## config.mk

```make
export PLATFORM = sky130hd
export DESIGN_NAME = serial_ripple_subtractor_flat
export DESIGN_NICKNAME = d
export VERILOG_FILES = /design/src/rtl/serial_ripple_subtractor_pkg.sv /design/src/rtl/serial_ripple_subtractor_if.sv /design/src/rtl/serial_ripple_subtractor_full_sub.sv /design/src/rtl/serial_ripple_subtractor.sv /design/src/flat_wrapper.sv
export SDC_FILE = /design/constraint.sdc
export NUM_CORES = 1
export LEC_CHECK = 0
export ABC_AREA = 1
export CAP_MARGIN = 20
export CORE_MARGIN = 1
export CORE_UTILIZATION = 45
export CTS_CLUSTER_DIAMETER = 80
export DETAILED_ROUTE_END_ITERATION = 7
export PLACE_DENSITY = 0.71
export SLEW_MARGIN = 20
export SYNTH_ARGS = -nofsm -noshare
export SYNTH_HDL_FRONTEND = slang
export SYNTH_HIERARCHICAL = 1
export SYNTH_SLANG_ARGS = --single-unit
```

## constraint.sdc

```tcl
create_clock -name clk -period 1.5 [get_ports clk]
set_input_delay 0.3 -clock clk [delete_from_list [all_inputs] [get_ports clk]]
set_output_delay 0.3 -clock clk [all_outputs]
set_load 0.005 [all_outputs]
```

## src/rtl/serial_ripple_subtractor_pkg.sv

```systemverilog
// Shared constants for the bit-serial subtractor: FSM encodings and default width.
package serial_ripple_subtractor_pkg;

    localparam int DEFAULT_WIDTH = 4;

    localparam logic [1:0] ST_IDLE  = 2'd0;
    localparam logic [1:0] ST_SHIFT = 2'd1;
    localparam logic [1:0] ST_DONE  = 2'd2;

endpackage

```

## src/rtl/serial_ripple_subtractor_if.sv

```systemverilog
// Request/result bundle between a controlling FSM (master) and the subtractor (slave).
interface serial_ripple_subtractor_if
    import serial_ripple_subtractor_pkg::*;
#(
    parameter int WIDTH = DEFAULT_WIDTH
);
    logic             start_i;
    logic [WIDTH-1:0] a_i;
    logic [WIDTH-1:0] b_i;
    logic             bin_i;
    logic             busy_o;
    logic             done_o;
    logic [WIDTH-1:0] d_o;
    logic             bout_o;
    logic             v_o;

    modport master (
        output start_i, a_i, b_i, bin_i,
        input  busy_o, done_o, d_o, bout_o, v_o
    );

    modport slave (
        input  start_i, a_i, b_i, bin_i,
        output busy_o, done_o, d_o, bout_o, v_o
    );
endinterface

```

## src/rtl/serial_ripple_subtractor_full_sub.sv

```systemverilog
// One-bit full subtractor cell: d = a - b - bi, bo = borrow out.
module full_sub (
    input  logic a,
    input  logic b,
    input  logic bi,
    output logic d,
    output logic bo
);
    assign d  = a ^ b ^ bi;
    assign bo = (~a & b) | (~(a ^ b) & bi);
endmodule

```

## src/rtl/serial_ripple_subtractor.sv

```systemverilog
// Bit-serial D = A - B - Bin, LSB first, one full_sub cell plus a borrow flop.
module serial_ripple_subtractor
    import serial_ripple_subtractor_pkg::*;
#(
    parameter int WIDTH = DEFAULT_WIDTH
) (
    input  logic                        clk,
    input  logic                        rst,
    serial_ripple_subtractor_if.slave   bus
);
    localparam int CW = (WIDTH > 1) ? $clog2(WIDTH) : 1;

    logic [1:0]       state_q, state_d;
    logic [CW-1:0]    cnt_q, cnt_d;
    logic [WIDTH-1:0] a_q, a_d, b_q, b_d, res_q, res_d, d_q, d_d;
    logic             brw_q, brw_d, bout_q, bout_d, v_q, v_d;
    logic             diff, bo;

    full_sub u_fs (
        .a  (a_q[0]),
        .b  (b_q[0]),
        .bi (brw_q),
        .d  (diff),
        .bo (bo)
    );

    always_comb begin
        state_d = state_q;
        cnt_d   = cnt_q;
        a_d     = a_q;
        b_d     = b_q;
        res_d   = res_q;
        brw_d   = brw_q;
        d_d     = d_q;
        bout_d  = bout_q;
        v_d     = v_q;
        case (state_q)
            ST_IDLE: begin
                if (bus.start_i) begin
                    a_d     = bus.a_i;
                    b_d     = bus.b_i;
                    brw_d   = bus.bin_i;
                    res_d   = '0;
                    cnt_d   = '0;
                    state_d = ST_SHIFT;
                end
            end
            ST_SHIFT: begin
                res_d = {diff, res_q[WIDTH-1:1]};
                a_d   = a_q >> 1;
                b_d   = b_q >> 1;
                brw_d = bo;
                cnt_d = cnt_q + CW'(1);
                // On the last step the operand LSBs are the original sign bits.
                if (cnt_q == CW'(WIDTH - 1)) begin
                    d_d     = {diff, res_q[WIDTH-1:1]};
                    bout_d  = bo;
                    v_d     = (a_q[0] ^ b_q[0]) & (diff ^ a_q[0]);
                    state_d = ST_DONE;
                end
            end
            ST_DONE: state_d = ST_IDLE;
            default: state_d = ST_IDLE;
        endcase
    end

    always_ff @(posedge clk or posedge rst) begin
        if (rst) begin
            state_q <= ST_IDLE;
            cnt_q   <= '0;
            a_q     <= '0;
            b_q     <= '0;
            res_q   <= '0;
            brw_q   <= 1'b0;
            d_q     <= '0;
            bout_q  <= 1'b0;
            v_q     <= 1'b0;
        end else begin
            state_q <= state_d;
            cnt_q   <= cnt_d;
            a_q     <= a_d;
            b_q     <= b_d;
            res_q   <= res_d;
            brw_q   <= brw_d;
            d_q     <= d_d;
            bout_q  <= bout_d;
            v_q     <= v_d;
        end
    end

    assign bus.busy_o = (state_q != ST_IDLE);
    assign bus.done_o = (state_q == ST_DONE);
    assign bus.d_o    = d_q;
    assign bus.bout_o = bout_q;
    assign bus.v_o    = v_q;

endmodule

```

## src/flat_wrapper.sv

```systemverilog
// flat-port wrapper written by rule: the top's interface ports become plain ports
module serial_ripple_subtractor_flat import serial_ripple_subtractor_pkg::*;
#(
    parameter int WIDTH = DEFAULT_WIDTH
)
  (clk, rst, bus_start_i, bus_a_i, bus_b_i, bus_bin_i, bus_busy_o, bus_done_o, bus_d_o, bus_bout_o, bus_v_o);
  serial_ripple_subtractor_if #(.WIDTH(WIDTH)) bus_i ();
  input  logic clk;
  input  logic rst;
  input wire logic [$bits(bus_i.start_i)-1:0] bus_start_i;
  input wire logic [$bits(bus_i.a_i)-1:0] bus_a_i;
  input wire logic [$bits(bus_i.b_i)-1:0] bus_b_i;
  input wire logic [$bits(bus_i.bin_i)-1:0] bus_bin_i;
  output wire logic [$bits(bus_i.busy_o)-1:0] bus_busy_o;
  output wire logic [$bits(bus_i.done_o)-1:0] bus_done_o;
  output wire logic [$bits(bus_i.d_o)-1:0] bus_d_o;
  output wire logic [$bits(bus_i.bout_o)-1:0] bus_bout_o;
  output wire logic [$bits(bus_i.v_o)-1:0] bus_v_o;
  assign bus_i.start_i = bus_start_i;
  assign bus_i.a_i = bus_a_i;
  assign bus_i.b_i = bus_b_i;
  assign bus_i.bin_i = bus_bin_i;
  assign bus_busy_o = bus_i.busy_o;
  assign bus_done_o = bus_i.done_o;
  assign bus_d_o = bus_i.d_o;
  assign bus_bout_o = bus_i.bout_o;
  assign bus_v_o = bus_i.v_o;
  serial_ripple_subtractor #(.WIDTH(WIDTH)) u_core (.clk(clk), .rst(rst), .bus(bus_i));
endmodule
```

==> results of run 1 <==
-- cells in the final DEF (no fill, tap or decap) --
master	instances
sky130_fd_sc_hd__buf_12	1
sky130_fd_sc_hd__buf_4	13
sky130_fd_sc_hd__clkbuf_4	3
sky130_fd_sc_hd__inv_2	3
sky130_fd_sc_hd__a21oi_1	1
sky130_fd_sc_hd__fa_1	1
sky130_fd_sc_hd__nand2_2	1
sky130_fd_sc_hd__nand2_4	1
sky130_fd_sc_hd__o21ai_0	3
sky130_fd_sc_hd__o21ai_2	2
sky130_fd_sc_hd__ha_1	1
sky130_fd_sc_hd__clkdlybuf4s50_1	15
sky130_fd_sc_hd__dlygate4sd2_1	2
sky130_fd_sc_hd__nand2_1	49
sky130_fd_sc_hd__o21ai_1	5
sky130_fd_sc_hd__inv_1	24
sky130_fd_sc_hd__nor2_4	1
sky130_fd_sc_hd__nand3_1	8
sky130_fd_sc_hd__a21oi_2	1
sky130_fd_sc_hd__dfrtp_1	22
sky130_fd_sc_hd__nor2_1	4
sky130_fd_sc_hd__dlymetal6s2s_1	2
sky130_fd_sc_hd__nand3_2	1
sky130_fd_sc_hd__clkbuf_8	1
-- cells by family after synthesis --
family | after synthesis | synth area share [%]
AOI/OAI and AO/OA | 12 | 6.721
adders and majority gates | 2 | 3.066
and+or+nand+nor | 65 | 26.18
buffers and inverters | 30 | 12.15
DFF | 22 | 51.89
-- state kept, by name, summed over array words and instances (netlist names) --
register / count
u_core/bus.bout_o: 1
u_core/bus.v_o: 1
u_core/state_q: 2
u_core/bus.d_o: 4
u_core/brw_q: 1
u_core/a_q: 4
u_core/res_q: 3
u_core/cnt_q: 2
u_core/b_q: 4
-- layer usage --
metal  GRT usage (%)  vias to the layer above  wire, um
li1                -                      455         -
met2           32.00                       26       973
met3           2.727                        2       106
met5               0                        -         0
met1           21.37                      417       893
met4           9.722                        0        21
-- final timing paths --
check	start	to	depth (start not counted)
setup / recovery	u_core/bus.d_o[1]	bus_d_o[1]	1
hold / removal	rst	u_core/a_q[0]	3
setup reg to reg	u_core/b_q[0]	u_core/bus.v_o	7
hold reg to reg	u_core/cnt_q[1]	u_core/cnt_q[1]	2
max in group asynchronous	rst	u_core/bus.d_o[2]	3
min in group clk	u_core/cnt_q[1]	u_core/cnt_q[1]	2
-- synthesized netlist by cell type --
| master | number | share of area (%) |
|---|---|---|
| sky130_fd_sc_hd__nor2_4 | 1 | 1.1 |
| sky130_fd_sc_hd__a21oi_2 | 1 | 0.83 |
| sky130_fd_sc_hd__nand3_1 | 8 | 3.8 |
| sky130_fd_sc_hd__o21ai_0 | 3 | 1.4 |
| sky130_fd_sc_hd__buf_6 | 2 | 2.1 |
| sky130_fd_sc_hd__nand3_2 | 1 | 0.94 |
| sky130_fd_sc_hd__fa_1 | 1 | 1.9 |
| sky130_fd_sc_hd__dfrtp_1 | 22 | 52 |
| sky130_fd_sc_hd__nor2_1 | 4 | 1.4 |
| sky130_fd_sc_hd__inv_2 | 3 | 1.1 |
| sky130_fd_sc_hd__nand2_4 | 1 | 1.1 |
| sky130_fd_sc_hd__a21oi_1 | 1 | 0.47 |
| sky130_fd_sc_hd__inv_1 | 24 | 8.5 |
| sky130_fd_sc_hd__ha_1 | 1 | 1.2 |
| sky130_fd_sc_hd__nand2_1 | 49 | 17 |
| sky130_fd_sc_hd__nand2_2 | 1 | 0.59 |
| sky130_fd_sc_hd__o21ai_2 | 2 | 1.7 |
| sky130_fd_sc_hd__buf_2 | 1 | 0.47 |
| sky130_fd_sc_hd__o21ai_1 | 5 | 2.4 |
-- per-stage QoR --
step	total power [mW]	setup slack [ns]
after global routing	3.129	-0.001712
after CTS	2.768	0.004366
final	2.855	0.03833
after global placement	2.384	0.1393
after detailed placement	2.439	0.09813
after floorplan	1.944	0.1693
-- report_power, final --
part,leakage (nW),internal (mW),total (mW),switching (mW)
combinational,0.510,0.735,1.52,0.784
sequential,0.277,0.855,1.01,0.157
clock,0.0210,0.148,0.325,0.177
-- layout make-up --
| class | instances | area share [%] |
|---|---|---|
| tap | 28 | 2.476 |
| clock buffer | 4 | 2.564 |
| timing repair buffer | 33 | 21.93 |
| multi-input combinational | 79 | 26.97 |
| inverter | 27 | 7.162 |
| sequential | 22 | 38.90 |
-- timing repair --
item,CTS,global route
hold buffers,0,0
hold endpoints to repair,0,0
resized for setup,2,2
endpoints found under the setup margin,2,7
setup buffers,1,7
gates cloned,0,0
pin swaps,1,1
==> impl_metrics.prom, run 1 <==
# TYPE chip_impl_metric gauge
chip_impl_info{name="run_status",value="complete, no violations"} 1
chip_impl_metric{name="grt_antenna_before_repair",unit=""} 0
chip_impl_info{name="worstHoldPathType",value="in -> async"} 1
chip_impl_metric{name="total_neg_setup_slack",unit="ns"} 0
chip_impl_metric{name="place.detailed.instances",unit=""} 181
chip_impl_metric{name="worst_slew_pin_slew",unit="ns"} 0.3375
chip_impl_metric{name="slew_violations",unit=""} 0
chip_impl_metric{name="drtPass1Iterations",unit=""} 4
chip_impl_metric{name="r2r_slack",unit="ns"} 0.08
chip_impl_metric{name="postSynthCellCount",unit=""} 131
chip_impl_metric{name="synth_sequential_area_ratio",unit="%"} 51.89
chip_impl_metric{name="design_area",unit="um2"} 1415
chip_impl_metric{name="wirelength",unit="mm"} 1.995
chip_impl_metric{name="placement_rows",unit=""} 17
chip_impl_info{name="worst_path_max_delay_cell",value="sky130_fd_sc_hd__clkdlybuf4s50_1"} 1
chip_impl_metric{name="nFillCells",unit=""} 207
chip_impl_metric{name="postPlaceCellArea",unit="um2"} 1316
chip_impl_metric{name="whs",unit="ns"} 0.3168
chip_impl_info{name="worst_setup_path_start_kind",value="register"} 1
chip_impl_metric{name="num_io_pins",unit=""} 20
chip_impl_metric{name="grt-ovfl-total",unit=""} 0
chip_impl_metric{name="first_global_vias",unit=""} 872
chip_impl_metric{name="place.gp.congestion",unit=""} 0.7728
chip_impl_metric{name="synthesis.area_per_instance",unit="um2"} 8.099
chip_impl_metric{name="number_of_nets_at_the_end_of_the_flow",unit=""} 180
chip_impl_metric{name="leakage_power_total",unit="nW"} 0.8082
chip_impl_info{name="setup.worst_path.class",value="reg -> out"} 1
chip_impl_metric{name="route.detailed.drc",unit=""} 0
chip_impl_metric{name="finalHoldViolations",unit=""} 0
chip_impl_metric{name="drt_first_iter_violations",unit=""} 20
chip_impl_metric{name="cts-root-to-sink-buffers",unit=""} 2
chip_impl_metric{name="syn2layout_area_growth",unit="%"} 33.37
chip_impl_metric{name="power-per-cell-area",unit="nW/um2"} 2018
chip_impl_metric{name="antenna_cells",unit=""} 0
chip_impl_metric{name="numClockSinks",unit=""} 22
chip_impl_metric{name="per_cell_routed_wire_length",unit="um"} 10.34
chip_impl_metric{name="cts-buffers-inserted",unit=""} 3
chip_impl_metric{name="grt_usage",unit="%"} 18.28
chip_impl_info{name="worst_setup_path_end_kind",value="primary output"} 1
chip_impl_metric{name="yosys_warnings",unit=""} 6
chip_impl_metric{name="grt_max_degree",unit=""} 23
chip_impl_metric{name="synthesis.nets",unit=""} 145
chip_impl_metric{name="design.die.area",unit="um2"} 2556
chip_impl_metric{name="path_clk_slew",unit="ns"} 0.12
chip_impl_metric{name="vias",unit=""} 900
chip_impl_metric{name="critPathBufInv",unit=""} 1
chip_impl_metric{name="area_of_the_mapped_netlist",unit="um2"} 1061
chip_impl_metric{name="maxClockFrequency",unit="MHz"} 684.1
chip_impl_metric{name="drive_above_1_share",unit="%"} 16.97
chip_impl_metric{name="die_h",unit="um"} 50.56
chip_impl_metric{name="final_cells",unit=""} 193
chip_impl_info{name="cts_tree",value="built"} 1
chip_impl_metric{name="design.core.area",unit="um2"} 2212
chip_impl_metric{name="finish.utilization",unit="%"} 63.97
chip_impl_metric{name="synth_seq_cells",unit=""} 22
chip_impl_metric{name="start_util",unit="%"} 47.96
chip_impl_metric{name="cts-htree-levels",unit=""} 1
chip_impl_metric{name="dp_hpwl",unit="mm"} 1.427
chip_impl_info{name="cp_top_family",value="buffers and inverters"} 1
chip_impl_metric{name="critical_path.max_stage_delay",unit="ns"} 0.49
chip_impl_metric{name="die-width",unit="um"} 50.56
chip_impl_metric{name="fin_crit",unit="ns"} 1.462
chip_impl_metric{name="worst_clock_skew",unit="ns"} 0.006631
chip_impl_metric{name="route.detailed.vias_per_inst",unit=""} 4.663
chip_impl_metric{name="drv.max_cap_violation_count",unit=""} 0
chip_impl_metric{name="first_pass_grt_wire_length",unit="mm"} 3.450
chip_impl_metric{name="slew_headroom",unit="%"} 77.45
chip_impl_metric{name="layout_worst_path_cycle_share",unit="%"} 97.44
chip_impl_metric{name="worstSkewPairLatency",unit="ns"} 0.30
chip_impl_info{name="path_cells",value="clkdlybuf4s50_1"} 1
chip_impl_metric{name="synth_cell_type_count",unit=""} 19
chip_impl_metric{name="port_buffers",unit=""} 19
chip_impl_metric{name="final-setup-viol-count",unit=""} 0
chip_impl_info{name="cts_root_buffer",value="sky130_fd_sc_hd__clkbuf_4"} 1
chip_impl_metric{name="routed_antenna_nets",unit=""} 0
chip_impl_metric{name="layout.area.seq",unit="um2"} 550.5
chip_impl_metric{name="worst_ep_required_time",unit="ns"} 1.20
chip_impl_metric{name="multi_input_area",unit="um2"} 381.6
chip_impl_metric{name="path_max_fanout",unit=""} 2
chip_impl_metric{name="ir_worst_vdd",unit="uV"} 976.1
chip_impl_metric{name="critical_path_arrival",unit="ns"} 1.16
(Power assumes the default switching activity.)
==> inputs of run 2 (changes only) <==
--- a/config.mk
+++ b/config.mk
@@ -8,10 +8,10 @@
 export ABC_AREA = 1
 export CAP_MARGIN = 20
 export CORE_MARGIN = 1
-export CORE_UTILIZATION = 45
+export CORE_UTILIZATION = 50
 export CTS_CLUSTER_DIAMETER = 80
 export DETAILED_ROUTE_END_ITERATION = 7
-export PLACE_DENSITY = 0.71
+export PLACE_DENSITY = 0.77
 export SLEW_MARGIN = 20
 export SYNTH_ARGS = -nofsm -noshare
 export SYNTH_HDL_FRONTEND = slang
==> run 2 against run 1 <==
  * Count of clock-buffer cells in the layout is 1 lower
  * Design area increased by 0.97%
  * Combinational power is essentially flat
  * Setup slack improved by 0.049 ns
  * Largest cell class unchanged
  * Highest routed layer unchanged
==> impl_metrics.prom, run 2 (same netlist as run 1, synthesis figures left out) <==
# TYPE chip_impl_metric gauge
chip_impl_info{name="run_status",value="complete, no violations"} 1
chip_impl_metric{name="total_neg_setup_slack",unit="ns"} 0
chip_impl_metric{name="drive_above_1_share",unit="%"} 17.07
chip_impl_metric{name="critPathBufInv",unit=""} 2
chip_impl_metric{name="leakage_power_total",unit="nW"} 0.8577
chip_impl_info{name="worst_setup_path_end_kind",value="primary output"} 1
chip_impl_metric{name="post-layout-total-power",unit="mW"} 2.966
chip_impl_info{name="worstHoldPathType",value="in -> async"} 1
chip_impl_metric{name="numClockSinks",unit=""} 22
chip_impl_metric{name="first_pass_grt_wire_length",unit="mm"} 3.263
chip_impl_metric{name="dpl_worst_slack",unit="ns"} 0.08642
chip_impl_info{name="mostFrequentLayoutCell",value="sky130_fd_sc_hd__nand2_1"} 1
chip_impl_metric{name="critical_path_arrival",unit="ns"} 1.11
chip_impl_info{name="setup.worst_path.class",value="reg -> out"} 1
chip_impl_metric{name="number_of_nets_at_the_end_of_the_flow",unit=""} 179
chip_impl_metric{name="drt_first_iter_violations",unit=""} 16
chip_impl_metric{name="nFillCells",unit=""} 151
chip_impl_metric{name="worstSkewPairLatency",unit="ns"} 0.30
chip_impl_metric{name="syn2layout_area_growth",unit="%"} 34.67
chip_impl_metric{name="routed_antenna_nets",unit=""} 0
chip_impl_metric{name="grt_max_degree",unit=""} 23
chip_impl_metric{name="wirelength",unit="mm"} 2.065
chip_impl_metric{name="num_io_pins",unit=""} 20
chip_impl_metric{name="route.detailed.vias_per_inst",unit=""} 4.613
chip_impl_metric{name="finalHoldViolations",unit=""} 0
chip_impl_metric{name="setup_ws",unit="ns"} 0.08777
chip_impl_info{name="worst_setup_path_start_kind",value="register"} 1
chip_impl_metric{name="path_clk_slew",unit="ns"} 0.13
chip_impl_info{name="cp_top_family",value="flip-flops"} 1
chip_impl_metric{name="critical_path.max_stage_delay",unit="ns"} 0.42
chip_impl_metric{name="grt_usage",unit="%"} 20.53
chip_impl_metric{name="grt-ovfl-total",unit=""} 0
chip_impl_metric{name="ctsHoldBuffers",unit=""} 0
chip_impl_metric{name="final-setup-viol-count",unit=""} 0
chip_impl_metric{name="slew_headroom",unit="%"} 77.20
chip_impl_metric{name="first_global_vias",unit=""} 790
chip_impl_metric{name="antenna_cells",unit=""} 0
chip_impl_metric{name="layout_worst_path_cycle_share",unit="%"} 94.15
chip_impl_info{name="most-common-layout-cells",value="49 x sky130_fd_sc_hd__nand2_1, 24 x sky130_fd_sc_hd__inv_1, 22 x sky130_fd_sc_hd__dfrtp_1"} 1
chip_impl_metric{name="drv.max_cap_violation_count",unit=""} 0
chip_impl_info{name="worst_path_max_delay_cell",value="sky130_fd_sc_hd__dfrtp_1"} 1
chip_impl_metric{name="maxClockFrequency",unit="MHz"} 708.1
chip_impl_info{name="path_cells",value="inv_2 -> nand2_1 -> dlygate4sd2_1"} 1
chip_impl_metric{name="place.gp.congestion",unit=""} 0.8378
chip_impl_metric{name="cts-buffers-inserted",unit=""} 3
chip_impl_metric{name="layout.area.seq",unit="um2"} 550.5
chip_impl_metric{name="worst_slew_pin_slew",unit="ns"} 0.3412
chip_impl_metric{name="dp_hpwl",unit="mm"} 1.437
chip_impl_metric{name="route.detailed.drc",unit=""} 0
chip_impl_metric{name="design.core.area",unit="um2"} 1982
chip_impl_metric{name="cts-root-to-sink-buffers",unit=""} 2
chip_impl_metric{name="die_h",unit="um"} 48.07
chip_impl_metric{name="worst_clock_skew",unit="ns"} 0.001557
chip_impl_metric{name="worst_ep_required_time",unit="ns"} 1.20
chip_impl_metric{name="path_max_fanout",unit=""} 2
chip_impl_metric{name="drtPass1Iterations",unit=""} 3
chip_impl_metric{name="slew_violations",unit=""} 0
chip_impl_metric{name="ir_worst_vdd",unit="uV"} 1191
chip_impl_metric{name="vias",unit=""} 881
chip_impl_metric{name="per_cell_routed_wire_length",unit="um"} 10.81
chip_impl_metric{name="port_buffers",unit=""} 19
chip_impl_metric{name="power-per-cell-area",unit="nW/um2"} 2076
chip_impl_info{name="cts_root_buffer",value="sky130_fd_sc_hd__clkbuf_4"} 1
chip_impl_metric{name="finish.utilization",unit="%"} 72.10
chip_impl_metric{name="fin_crit",unit="ns"} 1.412
chip_impl_metric{name="design.die.area",unit="um2"} 2310
chip_impl_metric{name="cts-htree-levels",unit=""} 1
chip_impl_info{name="cts_tree",value="built"} 1
chip_impl_metric{name="multi_input_area",unit="um2"} 381.6
chip_impl_metric{name="start_util",unit="%"} 53.54
chip_impl_metric{name="grt_antenna_before_repair",unit=""} 0
chip_impl_metric{name="die-width",unit="um"} 48.07
chip_impl_metric{name="placement_rows",unit=""} 16
[run 2: changes by cell type in the layout (fill, tap and decap cells not counted), sizes merged]
| cell | delta |
|---|---|
| dlygate4sd2 | -1 |
| dlymetal6s2s | +4 |
| bufinv | +1 |
| buf | -1 |
| clkdlybuf4s50 | -4 |
[run 2: power by group]
group | leakage (nW) | switching (mW) | internal (mW)
Sequential | 0.277 | 0.160 | 0.855
Clock | 0.0279 | 0.181 | 0.270
Combinational | 0.553 | 0.798 | 0.703
[run 2: metrics by stage]
step	cells	hold slack, ns	area [um2]
floorplan	131	0.2892	1061
global route	191	0.3670	1429
CTS	187	0.3354	1388
global placement	180	0.4580	1315
finish	191	0.3418	1429
detailed placement	180	0.4726	1315
[run 2: routing by layer]
layer  wire, um  global-route usage, %  vias to the layer above  share of wire [%]
li1           -                      -                      457                  -
met1        889                  24.65                      404                 43
met2       1057                  37.03                       18                 51
met3         93                  4.528                        2                4.5
met4         24                  5.000                        0                1.2
met5          0                      0                        -                  0
[run 2: tightest hold or removal path: cells and delay by family]
family	cells	cell delay, ns
buffers and inverters	3	0.74
[run 2: repair_timing]
action,4_1_cts,5_1_grt
endpoints found under the setup margin,2,9
setup buffers,3,4
gates resized for setup,2,8
pin swaps,0,2
[run 2: final timing paths]
path	slack [ns]	depth (start not counted)	start	to
max in group asynchronous	0.94	3	rst	u_core/bus.d_o[3]
max reg2reg	0.09	6	u_core/a_q[0]	u_core/bus.v_o
min in group clk	0.50	2	u_core/bus.d_o[3]	u_core/bus.d_o[3]
min	0.34	3	rst	u_core/brw_q
min reg2reg	0.50	2	u_core/bus.d_o[3]	u_core/bus.d_o[3]
max	0.09	3	u_core/state_q[0]	bus_busy_o
[run 2: cell type report]
class	count	share of cell area (%)
well taps	27	2.364
inverters	27	7.093
multi-input cells	79	26.71
repair buffers	32	21.63
clock inverters	1	2.102
clock buffers	3	1.576
flip-flops and latches	22	38.53
